$ cat config.mk
export PLATFORM = sky130hd
export DESIGN_NAME = sobel_feeder
export DESIGN_NICKNAME = d
export VERILOG_FILES = /design/src/rtl/sobel_feeder.sv
export SDC_FILE = /design/constraint.sdc
export NUM_CORES = 1
export LEC_CHECK = 0
export ABC_AREA = 1
export CAP_MARGIN = 20
export CORE_MARGIN = 2
export CORE_UTILIZATION = 41
export DETAILED_ROUTE_END_ITERATION = 8
export PLACE_DENSITY = 0.68
export SYNTH_ARGS = -nofsm -noshare
export SYNTH_HDL_FRONTEND = slang
export SYNTH_SLANG_ARGS = --single-unit
$ cat constraint.sdc
create_clock -name clk_i -period 2.72 [get_ports clk_i]
set_input_delay 0.544 -clock clk_i [delete_from_list [all_inputs] [get_ports clk_i]]
set_output_delay 0.544 -clock clk_i [all_outputs]
set_load 0.01 [all_outputs]
$ cat src/rtl/sobel_feeder.sv
// Scans a frame in 3-column vertical strips and serialises it as Sobel windows with start/finish framing.
// Memory read is issued 2 cycles ahead of each pixel slot; the stream runs at a fixed cadence with no backpressure.
module sobel_feeder #(
    parameter int PIXEL_WIDTH_OUT = 8,
    parameter int IMG_WIDTH       = 16,
    parameter int IMG_HEIGHT      = 16,
    parameter int ADDR_WIDTH      = 8
) (
    input  logic                       clk_i,
    input  logic                       reset_i,
    input  logic                       start_frame_i,
    output logic                       mem_rd_o,
    output logic [ADDR_WIDTH-1:0]      mem_addr_o,
    input  logic [PIXEL_WIDTH_OUT-1:0] mem_data_i,
    output logic                       start_o,
    output logic                       finish_o,
    output logic [PIXEL_WIDTH_OUT-1:0] out_px_gray_o,
    output logic                       busy_o,
    output logic                       frame_done_o
);

    localparam int ROW_W = $clog2(IMG_HEIGHT);
    localparam int COL_W = (IMG_WIDTH > 3) ? $clog2(IMG_WIDTH - 2) : 1;

    typedef enum logic [2:0] {
        IDLE,
        PREFETCH,
        FIRST_WIN,
        NEXT_WIN,
        FINISH,
        GAP
    } state_t;

    state_t                     state_q;
    state_t                     state_d;
    logic [3:0]                 slot_q;
    logic [3:0]                 slot_d;
    logic [ROW_W-1:0]           row_q;
    logic [1:0]                 j_q;
    logic [COL_W-1:0]           col_q;
    logic [ADDR_WIDTH-1:0]      row_base_q;
    logic [ADDR_WIDTH-1:0]      addr_hold_q;
    logic [ADDR_WIDTH-1:0]      rd_addr;
    logic                       rd_en;
    logic                       rd_q;
    logic [PIXEL_WIDTH_OUT-1:0] px_q;

    // Reads walk the strip strictly row-major, so one pointer (row, j) serves every read.
    assign rd_addr = row_base_q + ADDR_WIDTH'(col_q) + ADDR_WIDTH'(j_q);

    always_comb begin
        state_d      = state_q;
        slot_d       = slot_q;
        rd_en        = 1'b0;
        start_o      = 1'b0;
        finish_o     = 1'b0;
        frame_done_o = 1'b0;
        unique case (state_q)
            IDLE: begin
                slot_d = 4'd0;
                if (start_frame_i) begin
                    state_d = PREFETCH;
                end
            end
            PREFETCH: begin
                rd_en   = 1'b1;
                slot_d  = 4'd0;
                state_d = FIRST_WIN;
            end
            FIRST_WIN: begin
                start_o = (slot_q == 4'd0);
                rd_en   = (slot_q != 4'd8);
                if (slot_q == 4'd9) begin
                    slot_d  = 4'd0;
                    state_d = NEXT_WIN;
                end else begin
                    slot_d = slot_q + 4'd1;
                end
            end
            NEXT_WIN: begin
                slot_d = (slot_q == 4'd3) ? 4'd0 : slot_q + 4'd1;
                // Phase 3 prefetches the next row's first column; row pointer back at 0 means the strip is fully read.
                unique case (slot_q)
                    4'd0, 4'd1: rd_en = 1'b1;
                    4'd3:       rd_en = (row_q != '0);
                    default:    rd_en = 1'b0;
                endcase
                if (slot_q == 4'd3 && row_q == '0) begin
                    slot_d  = 4'd0;
                    state_d = FINISH;
                end
            end
            FINISH: begin
                finish_o = 1'b1;
                slot_d   = 4'd0;
                state_d  = GAP;
            end
            GAP: begin
                slot_d = 4'd0;
                // The column base has already wrapped to 0 after the last strip's final read.
                if (col_q != '0) begin
                    rd_en   = 1'b1;
                    state_d = FIRST_WIN;
                end else begin
                    frame_done_o = 1'b1;
                    state_d      = IDLE;
                end
            end
            default: begin
                state_d = IDLE;
            end
        endcase
    end

    always_ff @(posedge clk_i) begin
        if (reset_i) begin
            state_q <= IDLE;
            slot_q  <= 4'd0;
        end else begin
            state_q <= state_d;
            slot_q  <= slot_d;
        end
    end

    always_ff @(posedge clk_i) begin
        if (reset_i) begin
            row_q       <= '0;
            j_q         <= 2'd0;
            col_q       <= '0;
            row_base_q  <= '0;
            addr_hold_q <= '0;
        end else if (rd_en) begin
            addr_hold_q <= rd_addr;
            if (j_q == 2'd2) begin
                j_q <= 2'd0;
                if (row_q == ROW_W'(IMG_HEIGHT - 1)) begin
                    row_q      <= '0;
                    row_base_q <= '0;
                    col_q      <= (col_q == COL_W'(IMG_WIDTH - 3)) ? '0 : col_q + COL_W'(1);
                end else begin
                    row_q      <= row_q + ROW_W'(1);
                    row_base_q <= row_base_q + ADDR_WIDTH'(IMG_WIDTH);
                end
            end else begin
                j_q <= j_q + 2'd1;
            end
        end
    end

    always_ff @(posedge clk_i) begin
        if (reset_i) begin
            rd_q <= 1'b0;
            px_q <= '0;
        end else begin
            rd_q <= rd_en;
            px_q <= rd_q ? mem_data_i : '0;
        end
    end

    assign mem_rd_o      = rd_en;
    assign mem_addr_o    = rd_en ? rd_addr : addr_hold_q;
    assign out_px_gray_o = px_q;
    assign busy_o        = (state_q != IDLE);

endmodule

==> flow_summary.yaml <==
place:
  io_buffers: 31
  post-dp-hpwl_um: 2810
  dpl-instance-area_um2: 2400
  dp.cells: 372
  gp_congestion: 0.813
critical_path:
  crit_arrival_ns: 2.09
  r2r_slack_ns: 0.87
  crit_path_end_kind: "output port"
  rr_worst_depth: 12
  reg2reg_from: "slot_q[0]$_SDFFE_PP0P_"
  required_ns: 2.18
  crit_path_start_kind: "register"
  worstReg2RegEnd: "row_base_q[7]$_SDFFE_PP0P_"
  path_max_fanout: 4
  worstSetupPathType: "reg -> out"
cells_and_area:
  final_cell_area_um2: 2630
  nets: 343
  area_delta_synth_final_pct: 31.6
  mostFrequentLayoutCells: "47 x nand2_1, 40 x nor2_1, 34 x dfxtp_1, 32 x inv_1, 23 x clkdlybuf4s50_1"
  final_layout_size_suffix_gt1_frac: 0.196
  antennaDiodeCount: 0
  layout_commonest_cell: "nand2_1"
  stdcell_count: 388
logic_synthesis:
  ys_ff_latch: 38
  ys_types: 32
  syn-num-nets: 296
  ys_seq_area_frac: 0.380
  synth_edf_count: 0
  yosysWarnings: 0
  synth_top_area_cell: "dfxtp_1"
  syn_inst: 273
  synth_top_cell_area_share: 0.380
  syn_area_um2: 2000
  synthTopCellsByArea: "dfxtp_1 38%, nand2_1 9.0%, nor2_1 7.9%"
  async_flop_share: 0
  synth-main-ff-cell: "dfxtp_1"
  avgSynthCellArea_um2: 7.33
floorplan:
  die_h_um: 73.9
  initial_core_util: 0.424
  ios: 32
  core_um2: 4720
  die_w_um: 73.9
  rows: 25
  fp.dieArea_um2: 5450
global_route:
  grt_util_met3: 0.0535
  antenna_found_initial: 0
  grt_use_met1: 0.211
  grt_use_met2: 0.257
  grt_pass1_vias: 1631
  grt_overflow_total: 0
  track_usage: 0.165
  grt.busiest_layer: "met2"
  grt_max_degree: 23
  grt_pass1_wl_um: 6890
worst_hold_path:
  hold_path_depth: 2
  holdCritStartpoint: "addr_hold_q[6]$_SDFF_PP0_"
  timing.hold.worst.class: "reg -> reg"
  hold_end: "addr_hold_q[6]$_SDFF_PP0_"
power_and_ir_drop:
  power.total_mw: 2.48
  clkPwrFrac: 0.238
  leakage_nw: 1.21
  seq_power_share: 0.284
  p_int_mw: 1.58
  p_sw_frac: 0.365
  p_per_area_nw_per_um2: 943
  p_sw_mw: 0.906
  ir_worst_vdd_uv: 572
  comb_power_share: 0.478
clock_tree:
  htreeDepth: 2
  cts_buffers: 5
  worstSkewPairLatency_ns: 0.29
  cts_tree: "built"
  path_clk_slew_ns: 0.07
  clockRootBuffer: "clkbuf_8"
  clock-sinks: 38
  clockBufferDepth: 2
route:
  drt-total-wl_um: 4200
  post_drt_via_cell_ratio: 4.73
  drcViolationCount: 0
  first_pass_iters: 4
  num_vias: 1834
  avgRoutedWirePerCell_um: 10.8
  detail-route-antenna-nets: 0
  first_iter_violations: 111
timing:
  worst_slew_pin_slew_ns: 0.289
  timing.fmax_ghz: 0.380
  final_max_slew_viol_count: 0
  fin_crit_ns: 2.63
  hold_violations: 0
  relSlewSlack: 0.806
  finClkSkew_ns: 0.00571
  fin_crit_sh: 0.967
  setup_violations: 0
run:
  maxCapViolations: 0
outcome:
  outcome: "finished, final reports clean"
worst max path at each step:
stage                               end                  start  slack (ns)  cells past startpoint
after floorplan           mem_addr_o[3]  col_q[1]$_SDFFE_PP0P_        0.38                      7
after global placement    mem_addr_o[3]    j_q[1]$_SDFFE_PP0N_       -0.09                      8
after detailed placement  mem_addr_o[3]    j_q[1]$_SDFFE_PP0N_       -0.10                      8
after CTS                 mem_addr_o[0]  col_q[1]$_SDFFE_PP0P_        0.01                     11
after global routing      mem_addr_o[3]    j_q[1]$_SDFFE_PP0N_      -0.006                      8
final                     mem_addr_o[3]    j_q[1]$_SDFFE_PP0N_        0.09                      8
registers in the layout, summed over array words and instances, names as in the netlist:
signal,flops
state_q,3
rd_q,1
addr_hold_q,8
out_px_gray_o,8
j_q,2
slot_q,4
row_q,4
col_q,4
row_base_q,4
repair_timing:
item,CTS,global route
endpoints found under the setup margin,8,6
pin swaps,5,5
cloned,1,1
resized for setup,22,17
hold buffers,0,0
buffers inserted,3,3
Yosys cell counts, types with 2 or more instances:
master / number
a31oi_1: 2
or2_2: 2
ha_1: 11
nor2_2: 2
nor2_1: 42
xor2_1: 6
nand3_1: 16
inv_2: 4
a21oi_1: 12
dfxtp_1: 38
a21oi_2: 2
o21ai_0: 7
inv_1: 33
nand4_1: 10
buf_6: 2
clkbuf_1: 3
buf_4: 2
nor3_1: 7
nand2_2: 5
xnor2_1: 3
o21ai_1: 6
nand2_1: 48
cell families (layout without fill, tap and decap cells):
kind of cell,count (synthesis),in the layout,synth area share
AO/OA/AOI/OAI,33,33,0.0938
XOR/XNOR,9,9,0.0394
adder cells (fa/ha/maj),12,12,0.0788
buffers and inverters,47,93,0.108
flip-flops,38,38,0.380
AND/OR/NAND/NOR,134,136,0.300
critical path: stages (launching register included):
cell,delay [ns]
dfxtp_2,0.32
ha_1,0.28
ha_2,0.19
fa_2,0.37
or2_2,0.30
nand3_1,0.11
o21ai_2,0.07
inv_1,0.05
buf_2,0.11
per-stage QoR:
stage | hold WS (ns) | setup TNS [ns] | util | setup slack, ns
floorplan | 0.444 | 0 | - | 0.383
global placement | 0.452 | -0.140 | 0.508 | -0.0902
detailed placement | 0.465 | -0.170 | 0.508 | -0.105
CTS | 0.476 | 0 | 0.545 | 0.0147
global route | 0.496 | -0.00595 | 0.558 | -0.00595
finish | 0.471 | 0 | 0.558 | 0.0885
power groups by stage:
stage	clock [mW]	combinational [mW]	sequential, mW
after floorplan	0	0.685	0.700
after global placement	0	1.03	0.710
after detailed placement	0	1.03	0.712
after CTS	0.606	1.06	0.703
after global routing	0.630	1.31	0.719
final	0.590	1.19	0.706
cell type report:
cell class | count | area (µm²)
clock inverters | 2 | 60.1
well taps | 67 | 83.8
repair buffers | 46 | 403
multi-input cells | 190 | 1090
clock buffers | 6 | 82.6
fillers | 459 | 2090
inverters | 39 | 151
flip-flops and latches | 38 | 766
per-layer routing:
| metal | vias up | wire length (µm) |
|---|---|---|
| met5 | - | 0 |
| met4 | 0 | 59 |
| met3 | 6 | 147 |
| met2 | 28 | 1920 |
| met1 | 831 | 2080 |
| li1 | 969 | - |
(Power assumes the default switching activity.)
